File: config.mk
export PLATFORM = sky130hd
export DESIGN_NAME = mdu_iter
export DESIGN_NICKNAME = d
export VERILOG_FILES = /design/src/rtl/mdu_pkg.sv /design/src/rtl/mdu_sign_fix.sv /design/src/rtl/mdu_iter.sv
export SDC_FILE = /design/constraint.sdc
export NUM_CORES = 1
export LEC_CHECK = 0
export CORE_ASPECT_RATIO = 0.5
export CORE_MARGIN = 3
export CORE_UTILIZATION = 60
export CTS_CLUSTER_SIZE = 30
export DETAILED_ROUTE_END_ITERATION = 6
export PLACE_DENSITY = 0.92
export SETUP_SLACK_MARGIN = 0.15
export SLEW_MARGIN = 15
export SYNTH_ARGS = -nofsm -noshare
export SYNTH_HDL_FRONTEND = slang
export SYNTH_HIERARCHICAL = 1
export SYNTH_SLANG_ARGS = --single-unit
File: constraint.sdc
create_clock -name clk -period 8.7 [get_ports clk]
set_input_delay 0.87 -clock clk [delete_from_list [all_inputs] [get_ports clk]]
set_output_delay 0.87 -clock clk [all_outputs]
set_load 0.005 [all_outputs]
File: src/rtl/mdu_pkg.sv
// Shared definitions for the iterative multiply/divide unit.
//   - op encodings as presented on op_i
//   - FSM state encoding
//   - position of the MDU stall request on the CTRL stall bus
//   - small decode helpers for op_i
package mdu_pkg;

  typedef enum logic [1:0] {
    MDU_MULT  = 2'b00,
    MDU_MULTU = 2'b01,
    MDU_DIV   = 2'b10,
    MDU_DIVU  = 2'b11
  } mdu_op_e;

  typedef enum logic [1:0] {
    ST_IDLE = 2'b00,
    ST_MUL  = 2'b01,
    ST_DIV  = 2'b10,
    ST_DONE = 2'b11
  } mdu_state_e;

  // Bit of the CTRL stall bus driven by stallreq_o (EX stage).
  localparam int STALL_EX_IDX = 2;

  // Bit 0 of the op code distinguishes unsigned (1) from signed (0).
  function automatic logic op_is_signed(input logic [1:0] op);
    return ~op[0];
  endfunction

  // Bit 1 of the op code selects divide.
  function automatic logic op_is_div(input logic [1:0] op);
    return op[1];
  endfunction

endpackage

File: src/rtl/mdu_sign_fix.sv
// Combinational sign correction for a pair of WIDTH-bit words.
// Used twice by mdu_iter: to take absolute values of the operands, and to
// apply the result sign on the way into DONE.
//   hi, lo         : input words
//   neg_hi, neg_lo : negate request per word (independent mode)
//   joint          : 1 = treat {hi,lo} as one 2*WIDTH value, negated when
//                    neg_lo is set (product); 0 = negate words separately
//   hi_fix, lo_fix : corrected words
module mdu_sign_fix #(
  parameter int WIDTH = 32
) (
  input  logic [WIDTH-1:0] hi,
  input  logic [WIDTH-1:0] lo,
  input  logic             neg_hi,
  input  logic             neg_lo,
  input  logic             joint,
  output logic [WIDTH-1:0] hi_fix,
  output logic [WIDTH-1:0] lo_fix
);

  logic [2*WIDTH-1:0] wide_neg;

  assign wide_neg = -{hi, lo};

  always_comb begin
    hi_fix = hi;
    lo_fix = lo;
    if (joint) begin
      if (neg_lo) {hi_fix, lo_fix} = wide_neg;
    end else begin
      if (neg_hi) hi_fix = -hi;
      if (neg_lo) lo_fix = -lo;
    end
  end

endmodule

File: src/rtl/mdu_iter.sv
// Iterative multiply/divide unit for the EX stage, producing HI:LO.
//   clk, rst        : clock, asynchronous active-high reset
//   start_i, op_i   : request and op (MULT/MULTU/DIV/DIVU)
//   src_a_i/src_b_i : multiplicand/dividend, multiplier/divisor
//   cancel_i        : flush, abandons any operation or pending result
//   result_ack_i    : consumer took the result
//   busy_o          : iterating (MUL or DIV)
//   stallreq_o      : busy, or a start accepted this cycle
//   result_valid_o  : hi_o/lo_o/div_by_zero_o valid (DONE)
//   hi_o, lo_o      : product halves, or remainder/quotient
//   div_by_zero_o   : divide with zero divisor
// The core works on magnitudes; signs are stripped on accept and
// re-applied on the edge that enters DONE.
module mdu_iter
  import mdu_pkg::*;
#(
  parameter int WIDTH    = 32,
  parameter bit MUL_ITER = 1'b1
) (
  input  logic             clk,
  input  logic             rst,
  input  logic             start_i,
  input  logic [1:0]       op_i,
  input  logic [WIDTH-1:0] src_a_i,
  input  logic [WIDTH-1:0] src_b_i,
  input  logic             cancel_i,
  input  logic             result_ack_i,
  output logic             busy_o,
  output logic             stallreq_o,
  output logic             result_valid_o,
  output logic [WIDTH-1:0] hi_o,
  output logic [WIDTH-1:0] lo_o,
  output logic             div_by_zero_o
);

  localparam int CW = $clog2(WIDTH + 1);
  localparam logic [CW-1:0] LAST = CW'(WIDTH);

  mdu_state_e state, state_next, start_target;

  logic [CW-1:0]    cnt;
  logic             is_div, neg_a, neg_b;
  logic [WIDTH-1:0] mcand, rem, quo;
  logic [WIDTH-1:0] hi_res, lo_res;
  logic             dbz_res;

  logic             accept, in_div, in_neg_a, in_neg_b, in_dbz;
  logic             direct_mul, iterating, iter_last;
  logic [WIDTH-1:0] a_abs, b_abs;
  logic [2*WIDTH-1:0] fast_prod;
  logic [WIDTH:0]   mul_sum, div_shift, div_diff;
  logic             div_ok;
  logic [WIDTH-1:0] fix_in_hi, fix_in_lo, fix_hi, fix_lo;
  logic             fix_neg_hi, fix_neg_lo, fix_joint;

  assign in_div   = op_is_div(op_i);
  assign in_neg_a = op_is_signed(op_i) & src_a_i[WIDTH-1];
  assign in_neg_b = op_is_signed(op_i) & src_b_i[WIDTH-1];
  assign in_dbz   = in_div & (src_b_i == '0);

  // Cancel always wins over a coincident start.
  assign accept = start_i & ~cancel_i &
                  ((state == ST_IDLE) | ((state == ST_DONE) & result_ack_i));

  assign direct_mul = accept & ~in_div & ~MUL_ITER;
  assign iterating  = (state == ST_MUL) | (state == ST_DIV);
  assign iter_last  = iterating & (cnt == LAST);

  mdu_sign_fix #(.WIDTH(WIDTH)) u_fix_ops (
    .hi(src_a_i), .lo(src_b_i), .neg_hi(in_neg_a), .neg_lo(in_neg_b),
    .joint(1'b0), .hi_fix(a_abs), .lo_fix(b_abs)
  );

  generate
    if (MUL_ITER) begin : g_no_fast
      assign fast_prod = '0;
    end else begin : g_fast
      assign fast_prod = {{WIDTH{1'b0}}, a_abs} * {{WIDTH{1'b0}}, b_abs};
    end
  endgenerate

  // Shift-add step: {rem,quo} is the running product, quo's LSB is the
  // current multiplier bit; the carry of the add shifts into rem's MSB.
  assign mul_sum = {1'b0, rem} + (quo[0] ? {1'b0, mcand} : '0);

  // Restoring step: rem < divisor holds, so bit WIDTH of the difference is
  // a clean borrow flag.
  assign div_shift = {rem, quo[WIDTH-1]};
  assign div_diff  = div_shift - {1'b0, mcand};
  assign div_ok    = ~div_diff[WIDTH];

  always_comb begin
    fix_in_hi  = rem;
    fix_in_lo  = quo;
    fix_joint  = ~is_div;
    fix_neg_lo = neg_a ^ neg_b;   // product or quotient sign
    fix_neg_hi = neg_a;           // remainder follows the dividend
    if (direct_mul) begin
      {fix_in_hi, fix_in_lo} = fast_prod;
      fix_joint  = 1'b1;
      fix_neg_lo = in_neg_a ^ in_neg_b;
      fix_neg_hi = 1'b0;
    end
  end

  mdu_sign_fix #(.WIDTH(WIDTH)) u_fix_res (
    .hi(fix_in_hi), .lo(fix_in_lo), .neg_hi(fix_neg_hi), .neg_lo(fix_neg_lo),
    .joint(fix_joint), .hi_fix(fix_hi), .lo_fix(fix_lo)
  );

  always_comb begin
    start_target = ST_DONE;
    if (!in_dbz) begin
      if (in_div)        start_target = ST_DIV;
      else if (MUL_ITER) start_target = ST_MUL;
    end

    state_next = state;
    if (cancel_i) begin
      state_next = ST_IDLE;
    end else begin
      case (state)
        ST_IDLE: if (accept) state_next = start_target;
        ST_MUL,
        ST_DIV:  if (iter_last) state_next = ST_DONE;
        ST_DONE: if (result_ack_i) state_next = accept ? start_target : ST_IDLE;
        default: state_next = ST_IDLE;
      endcase
    end
  end

  always_ff @(posedge clk or posedge rst) begin
    if (rst) state <= ST_IDLE;
    else     state <= state_next;
  end

  always_ff @(posedge clk or posedge rst) begin
    if (rst) begin
      cnt     <= '0;
      is_div  <= 1'b0;
      neg_a   <= 1'b0;
      neg_b   <= 1'b0;
      mcand   <= '0;
      rem     <= '0;
      quo     <= '0;
      hi_res  <= '0;
      lo_res  <= '0;
      dbz_res <= 1'b0;
    end else begin
      if (accept) begin
        cnt    <= '0;
        is_div <= in_div;
        neg_a  <= in_neg_a;
        neg_b  <= in_neg_b;
        mcand  <= in_div ? b_abs : a_abs;
        quo    <= in_div ? a_abs : b_abs;
        rem    <= '0;
      end else if (iterating && !iter_last) begin
        cnt <= cnt + 1'b1;
        if (state == ST_MUL) begin
          {rem, quo} <= {mul_sum, quo[WIDTH-1:1]};
        end else begin
          rem <= div_ok ? div_diff[WIDTH-1:0] : div_shift[WIDTH-1:0];
          quo <= {quo[WIDTH-2:0], div_ok};
        end
      end

      if (accept && in_dbz) begin
        hi_res  <= src_a_i;
        lo_res  <= '1;
        dbz_res <= 1'b1;
      end else if (direct_mul || iter_last) begin
        hi_res  <= fix_hi;
        lo_res  <= fix_lo;
        dbz_res <= 1'b0;
      end
    end
  end

  assign busy_o         = iterating;
  assign stallreq_o     = iterating | accept;
  assign result_valid_o = (state == ST_DONE);
  assign hi_o           = result_valid_o ? hi_res : '0;
  assign lo_o           = result_valid_o ? lo_res : '0;
  assign div_by_zero_o  = result_valid_o & dbz_res;

endmodule

### Yosys cells after proc, flatten, opt, wreduce, memory -nomap -nowiden

Index checks and enable logic that the tools add are counted.

* memory bits (writable): 0
* memories kept: 0
* register bits after elaboration: 172
* memory bits (read-only): 0
* bits in latches: 0
* logic and storage cells: 86
* bits of input ports: 71

* reductions and logical operators: 9
* $lt $le $gt $ge: 0
* muxes and demuxes: 36
* divide/modulo/power cells: 0
* shifts and indexed selects: 0
* bitwise operators: 15
* multipliers: 0
* eq/ne operators: 7
* $add $sub $neg: 8

Operators with widths (count)
* 2-to-1 mux 32 bit: 24
* negator 32 bit: 4
* negator 64 bit: 1
* adder 32 x 32 -> 33 bit: 1
* subtractor 33 x 32 -> 33 bit: 1
* logical NOT 32 bit: 1
* 2-to-1 mux 2 bit: 7
* 2-to-1 mux 6 bit: 2
* inequality test 3 bit, second input constant: 3
* AND 1 bit: 8
* adder 6 x 1 -> 6 bit, second input constant: 1
* == test 6 bit, second input constant: 1
* case mux 2 bit (3 select lines): 1
* == test 2 bit, second input constant: 2
* nonzero test 2 bit: 2
* inverter 1 bit: 3
* bitwise OR 1 bit: 3
* AND reduction 3 bit: 1
* == test 2 x 1 -> 1 bit, second input constant: 1
* logical AND 1 bit: 2
* logical NOT 2 bit: 1
* 2-to-1 mux 1 bit: 2
* OR reduction 2 bit: 1
* logical NOT 1 bit: 1
* bitwise XOR 1 bit: 1

### Logic depth before layout (Yosys ltp)

Gate-level depths: netlist (run 1).

* depth in word-level cells: 8
* gate-level depth with buffers: 14
* gate-level depth less buffers: 14

### By module

The synthesis (run 1) kept the hierarchy.

By module, submodules not included
* mdu_iter: area an instance 12781.0 um^2, times used 1, seq. area each 4304.1 um^2, cells each 1557
* mdu_sign_fix: area an instance 1702.9 um^2, times used 2, seq. area each 0.0 um^2, cells each 260

### Worst setup path before layout (run 1)

Ideal clock, no wire load.

* path kind: input-to-reg
* from: in src_b_i[6]
* to: reg quo[31] (netlist: fix_in_lo[31])
* setup slack: 5325 ps
* stages on the path: 10
* path buffers: 2
* data arrival time: 3298 ps
* cell sequence: or4_4 or4_4 buf_6 or3_1 buf_6 or2_1 o41ai_2 xnor2_1 mux2i_1 a21oi_1

* word-level cells in the longest chain between the ends: 4

RTL lines
* from (decl): line mdu_iter.sv:25 `input logic [WIDTH-1:0] src_b_i,`
* negator 32 bit: line mdu_sign_fix.sv:32 `if (neg_lo) lo_fix = -lo;`
* 2-to-1 mux 32 bit: line mdu_sign_fix.sv:32
* net b_abs[31]: line mdu_iter.sv:49 `logic [WIDTH-1:0] a_abs, b_abs;`
* 2-to-1 mux 32 bit: line mdu_iter.sv:156 `quo <= in_div ? a_abs : b_abs;`
* 2-to-1 mux 32 bit: line mdu_iter.sv:150 `if (accept) begin`
* to (signal assigned): line mdu_iter.sv:156
* to (signal assigned): line mdu_iter.sv:161 `{rem, quo} <= {mul_sum, quo[WIDTH-1:1]};`
* to (signal assigned): line mdu_iter.sv:164 `quo <= {quo[WIDTH-2:0], div_ok};`
* to (decl): line mdu_iter.sv:43 `logic [WIDTH-1:0] mcand, rem, quo;`

The timed path passes the listed nets, and every way through them passes these cells.
A chain may end at the register's enable or synchronous reset.

### Final worst setup path (run 1)

* from: reg quo[0] (netlist: fix_in_lo[0])
* to: reg rem[27] (netlist: fix_in_hi[27])

* word-level cells in the longest chain between the ends: 5

RTL lines
* 2-to-1 mux 32 bit: line mdu_iter.sv:84 `assign mul_sum = {1'b0, rem} + (quo[0] ? {1'b0, mcand} : '0);`
* adder 32 x 32 -> 33 bit: line mdu_iter.sv:84
* 2-to-1 mux 32 bit: line mdu_iter.sv:160 `if (state == ST_MUL) begin`
* 2-to-1 mux 32 bit: line mdu_iter.sv:158 `end else if (iterating && !iter_last) begin`
* 2-to-1 mux 32 bit: line mdu_iter.sv:150
* to (signal assigned): line mdu_iter.sv:161
* to (signal assigned): line mdu_iter.sv:163 `rem <= div_ok ? div_diff[WIDTH-1:0] : div_shift[WIDTH-1:0];`
* to (decl): line mdu_iter.sv:43

No other way between the ends. The select of a mux whose other input is x is not followed.

==> impl_metrics.tcl, run 1 <==
set metrics [dict create \
    clockBufferDepth 2 \
    status "completed" \
    rsz0062_at_grt "no" \
    vias_per_cell 6.75 \
    drv_slew 0 \
    antenna_found_initial 1 \
    critPathMaxFanout 38 \
    dieArea_sq_um 29100 \
    grtUsageTotal 0.396 \
    p_switching_mw 4.09 \
    gp_congestion 1.09 \
    start_util 0.626 \
    ys_ff_latch 172 \
    port_buffers 138 \
    cp.required_ns 9.01 \
    totalWireLength_um 58500 \
    overflow 0 \
    hold_buffers 0 \
    synth.distinct_cells 80 \
    dr.pass1.iters 6 \
    drc 0 \
    power_density_nw_per_um2 425 \
    drive_gt1_frac 0.0478 \
    ys_async_sr_fraction 1.00 \
    layout_min_cycle_time_ns 4.26 \
    cap_violations 0 \
    nets 2289 \
    clkPwrFrac 0.095 \
    num-fill-cells 2061 \
    die_w_um 238 \
    cts_setup_buffers 0 \
    synth_top_flop_cell "dfrtp_1" \
    synth_top_area_frac 0.266 \
    yosys_warnings 6 \
    cts-resized-gates 0 \
    vias 16900 \
    drt-wirelength-per-cell_um 23.4 \
    grt_start_max_net_pins 98 \
    final_common_cell "nand2_1" \
    grt_pass1_wl_um 88800 \
    final.setup.tns_ns 0 \
    setup_viol 0 \
    grt_pass1_vias 15700 \
    ir_drop_mv 0.257 \
    rows 41 \
    syn_to_final_growth_pct 12.5 \
    holdWs_ns 0.470 \
    io_pins 139 \
    dp_slack_ns 4.52 \
    postRouteAntennaNets 0 \
    fin_crit_sh 0.490 \
    yosys.area.top_type "dfrtp_1" \
    ys_seq_area_frac 0.266 \
    cp-end-kind "register" \
    achievable-frequency_ghz 0.235 \
    intPower_mw 3.65 \
    cp.arrival_ns 4.58 \
    clk_pin_slew_ns 0.07 \
    cts_made_buffers 17 \
    startpoint_type "register" \
    cts_max_level 4 \
    final_cell_mix "nand2_1, dfrtp_1, nor2_1, o21ai_0, a21oi_1" \
    detailed_place_hpwl_um 41800 \
    final_hold_viol_count 0 \
    fin_ws_ns 4.44 \
    clock_latency_ns 0.47 \
    synth_cells 2077 \
    syn_avg_cell_area_sq_um 7.79 \
    hold_path_class "reg -> reg" \
    synth-edff-count 0 \
    cts_tree "done" \
    diodes 0 \
    power_frac_seq 0.228 \
    drt_iter0_markers 2528 \
    core_sq_um 25900 \
    p_leak_nw 7.73 \
    syn_area_sq_um 16200 \
    cts.sinks 172 \
    finalClockSkew_ns 0.0176 \
    worst-setup-path-type "reg -> reg" \
    p_sw_frac 0.529 \
    yosys-top-cells-area "dfrtp_1, mux2i_1, nand2_1" \
    combinationalPowerShare 0.677 \
    die_h_um 122 \
    cts-root-buf "clkbuf_16" \
    max_slew_margin 0.218 \
    max_slew.worst_pin.slew_ns 1.17 \
]
[power by group through the flow]
stage                     registers [mW]  clock network, mW  logic, mW
after floorplan                     1.50                  0       3.84
after global placement              1.71                  0       4.87
after detailed placement            1.72                  0       5.00
after CTS                           1.72              0.732       5.06
after global routing                1.80              0.771       5.66
final                               1.76              0.734       5.24
[synth_stat cells, drive strengths merged, types with 7 or more instances]
| cell type | n |
|---|---|
| mux2 | 8 |
| nand2b | 20 |
| buf | 31 |
| a211oi | 53 |
| or2 | 10 |
| or3 | 24 |
| a21o | 34 |
| and3 | 10 |
| nor2b | 10 |
| o22ai | 7 |
| o21bai | 7 |
| xor2 | 67 |
| inv | 65 |
| o211ai | 8 |
| clkbuf | 80 |
| o31ai | 29 |
| nand3 | 48 |
| mux2i | 112 |
| nor3 | 48 |
| nand4 | 15 |
| nor2 | 166 |
| a31oi | 49 |
| o21a | 13 |
| dfrtp | 172 |
| ha | 73 |
| o41ai | 11 |
| o21ai | 153 |
| a21oi | 139 |
| nor4 | 30 |
| nand2 | 282 |
| and2 | 103 |
| xnor2 | 117 |
| or4 | 22 |
[flip-flops by register name (all words and copies together), names as in the netlist]
signal and cells:
fix_neg_hi 1, neg_b 1, state 2, lo_res 32
hi_res 32, dbz_res 1, is_div 1, fix_in_lo 32
cnt 6, fix_in_hi 32, mcand 32
[layout make-up]
type	count	area, sq um	share of cell area
multi-input combinational	1733	11200	0.616
tap	344	430	0.0236
timing repair buffer	154	1500	0.0823
clock buffer	17	425	0.0234
inverter	65	249	0.0137
clock inverter	12	93.8	0.00515
sequential	172	4300	0.236
[routing by layer]
layer | routed length, um | share of wire | track usage
met1 | 23400 | 0.40 | 0.538
met2 | 24700 | 0.42 | 0.585
met3 | 8150 | 0.14 | 0.130
met4 | 2240 | 0.038 | 0.155
met5 | 13 | 0.00022 | 0
[per-stage QoR]
stage | utilization | instances | total power [mW] | instance area [sq um]
finish | 0.705 | 2497 | 7.74 | 18200
global route | 0.705 | 2497 | 8.23 | 18200
CTS | 0.704 | 2497 | 7.51 | 18200
detailed placement | 0.684 | 2468 | 6.73 | 17700
global placement | 0.684 | 2468 | 6.58 | 17700
floorplan | - | 2082 | 5.34 | 16200
[worst max-delay path, stage by stage, from the launching register on]
cell      delay (ns)
dfrtp_1         0.33
buf_4           0.40
and2_1          0.20
ha_1            0.21
inv_1           0.08
fa_1            0.39
nand2b_1        0.21
a21oi_1         0.23
o211ai_1        0.19
o21a_1          0.24
o31ai_1         0.54
a211oi_1        0.30
o21ai_1         0.29
xor2_1          0.11
a221oi_1        0.28
o21ai_0         0.11
[final timing paths]
| check | startpoint | to | slack, ns | cells after the start |
|---|---|---|---|---|
| max in group asynchronous | rst | lo_res[27] | 6.09 | 3 |
| setup / recovery | fix_in_lo[0] | fix_in_hi[27] | 4.44 | 15 |
| hold / removal | dbz_res | dbz_res | 0.47 | 2 |
| setup reg to reg | fix_in_lo[0] | fix_in_hi[27] | 4.44 | 15 |
| min in group asynchronous | rst | fix_in_hi[22] | 0.94 | 2 |
| hold reg to reg | dbz_res | dbz_res | 0.47 | 2 |
[logic make-up (layout without fill, tap and decap cells)]
group / Yosys count / after routing / share of synthesized area
flops: 172 / 172 / 0.266
other cells: 1 / 6 / 0.000232
compound gates: 549 / 549 / 0.214
xor+xnor: 184 / 184 / 0.100
mux: 120 / 120 / 0.0748
fa+ha+maj: 75 / 75 / 0.0589
simple gates: 799 / 799 / 0.238
buf+inv: 177 / 248 / 0.0477
(Power assumes the default switching activity.)
==> run 2: changes to the inputs <==
--- a/config.mk
+++ b/config.mk
@@ -7,10 +7,10 @@
 export LEC_CHECK = 0
 export CORE_ASPECT_RATIO = 0.5
 export CORE_MARGIN = 3
-export CORE_UTILIZATION = 60
+export CORE_UTILIZATION = 54
 export CTS_CLUSTER_SIZE = 30
 export DETAILED_ROUTE_END_ITERATION = 6
-export PLACE_DENSITY = 0.92
+export PLACE_DENSITY = 0.88
 export SETUP_SLACK_MARGIN = 0.15
 export SLEW_MARGIN = 15
 export SYNTH_ARGS = -nofsm -noshare
==> constraint.sdc (replaced) <==
create_clock -name clk -period 3.9 [get_ports clk]
set_input_delay 0.39 -clock clk [delete_from_list [all_inputs] [get_ports clk]]
set_output_delay 0.39 -clock clk [all_outputs]
set_load 0.005 [all_outputs]
==> impl_metrics.tcl, run 2 (synthesized netlist as in run 1, its figures left out) <==
set metrics [dict create \
    critPathMaxFanout 14 \
    hold_buffers 0 \
    max_slew_margin 0.336 \
    overflow 0 \
    core_sq_um 29200 \
    worst-setup-path-type "reg -> reg" \
    cts-root-buf "clkbuf_16" \
    die_w_um 251 \
    vias_per_cell 6.44 \
    drt_iter0_markers 2506 \
    final.setup.tns_ns 0 \
    power_density_nw_per_um2 938 \
    totalWireLength_um 56100 \
    num-fill-cells 2348 \
    antenna_found_initial 3 \
    postRouteAntennaNets 0 \
    clockBufferDepth 2 \
    setup_viol 0 \
    max_slew.worst_pin.slew_ns 0.991 \
    nets 2351 \
    cap_violations 0 \
    rsz0062_at_grt "no" \
    diodes 0 \
    drt-wirelength-per-cell_um 21.5 \
    fin_crit_sh 0.941 \
    cts_made_buffers 17 \
    grt_pass1_vias 15600 \
    grt_pass1_wl_um 86600 \
    clk_pin_slew_ns 0.07 \
    grtUsageTotal 0.341 \
    final_hold_viol_count 0 \
    hold_path_class "in -> async" \
    vias 16800 \
    start_util 0.554 \
    ir_drop_mv 0.537 \
    drv_slew 0 \
    status "finished with violations" \
    cts.sinks 172 \
    cts_tree "done" \
    cts_max_level 4 \
    final_cell_mix "nand2_1, dfrtp_1, nor2_1, o21ai_0, a21oi_1" \
    final_common_cell "nand2_1" \
    dieArea_sq_um 32200 \
    detailed_place_hpwl_um 42000 \
    finalClockSkew_ns 0.00914 \
    port_buffers 138 \
    cts_setup_buffers 0 \
    gp_congestion 1.07 \
    die_h_um 128 \
    drive_gt1_frac 0.0757 \
    io_pins 139 \
    cp.arrival_ns 4.03 \
    clock_latency_ns 0.46 \
    cp.required_ns 4.26 \
    p_leak_nw 8.07 \
    violations "DRC" \
    cp-end-kind "register" \
    layout_min_cycle_time_ns 3.67 \
    syn_to_final_growth_pct 16.2 \
    drc 25 \
    holdWs_ns 0.330 \
    grt_start_max_net_pins 92 \
    startpoint_type "register" \
    rows 44 \
    dr.pass1.iters 7 \
    achievable-frequency_ghz 0.272 \
]
## run 2: through the flow
stage,std cells,power (mW),instance area (sq um),setup WS (ns),util
after CTS,2609,17.2,18800,0.247,0.643
after global routing,2609,18.8,18800,0.160,0.644
final,2609,17.6,18800,0.228,0.644
after floorplan,2082,11.9,16200,0.787,-
after detailed placement,2577,15.4,18200,0.221,0.624
after global placement,2577,15.0,18200,0.352,0.624
## run 2: what timing repair did
item                                    CTS  global route
resized for setup                         1             2
pin swaps                                 0             1
endpoints found under the setup margin    1             7
## run 2: worst paths after layout
check                      slack, ns      endpoint  depth (start not counted)          from
max                             0.23     hi_res[4]                         11  fix_in_lo[1]
min reg2reg                     0.47       dbz_res                          2       dbz_res
max in group asynchronous       2.34  fix_in_lo[0]                          3           rst
max reg2reg                     0.23     hi_res[4]                         11  fix_in_lo[1]
min in group clk                0.47       dbz_res                          2       dbz_res
min                             0.33    hi_res[19]                          2           rst
## run 2: critical path, cell delays in order, from the launching register on
cell and delay (ns):
dfrtp_1 0.48, inv_1 0.13, ha_1 0.17, or3b_2 0.50, or4_1 0.58, or4_4 0.54
o21ai_2 0.17, buf_4 0.23, a21oi_1 0.10, xor2_1 0.34, nand2_1 0.11, a31oi_1 0.22
## run 2: layout make-up
class,instances,area [sq um],share of cell area
inverter,65,248,0.0132
clock buffer,19,443,0.0235
timing repair buffer,216,2000,0.106
multi-input combinational,1733,11200,0.596
sequential,172,4310,0.229
clock inverter,13,118,0.00625
tap,391,489,0.0260
## run 2: layer usage
layer	track usage	routed length, um	up-vias
met1	0.447	22300	7918
met3	0.117	7630	217
met5	0.0171	115	-
met4	0.131	2260	6
li1	-	-	7640
met2	0.522	23800	1010
## run 2: where the power goes
part           leakage, nW  total (mW)  switching (mW)  internal, mW
Combinational         5.85        12.3            7.22          5.05
Sequential            1.95        3.68            1.03          2.65
Clock                0.273        1.70           0.800         0.899
Total                 8.07        17.6            9.05          8.60
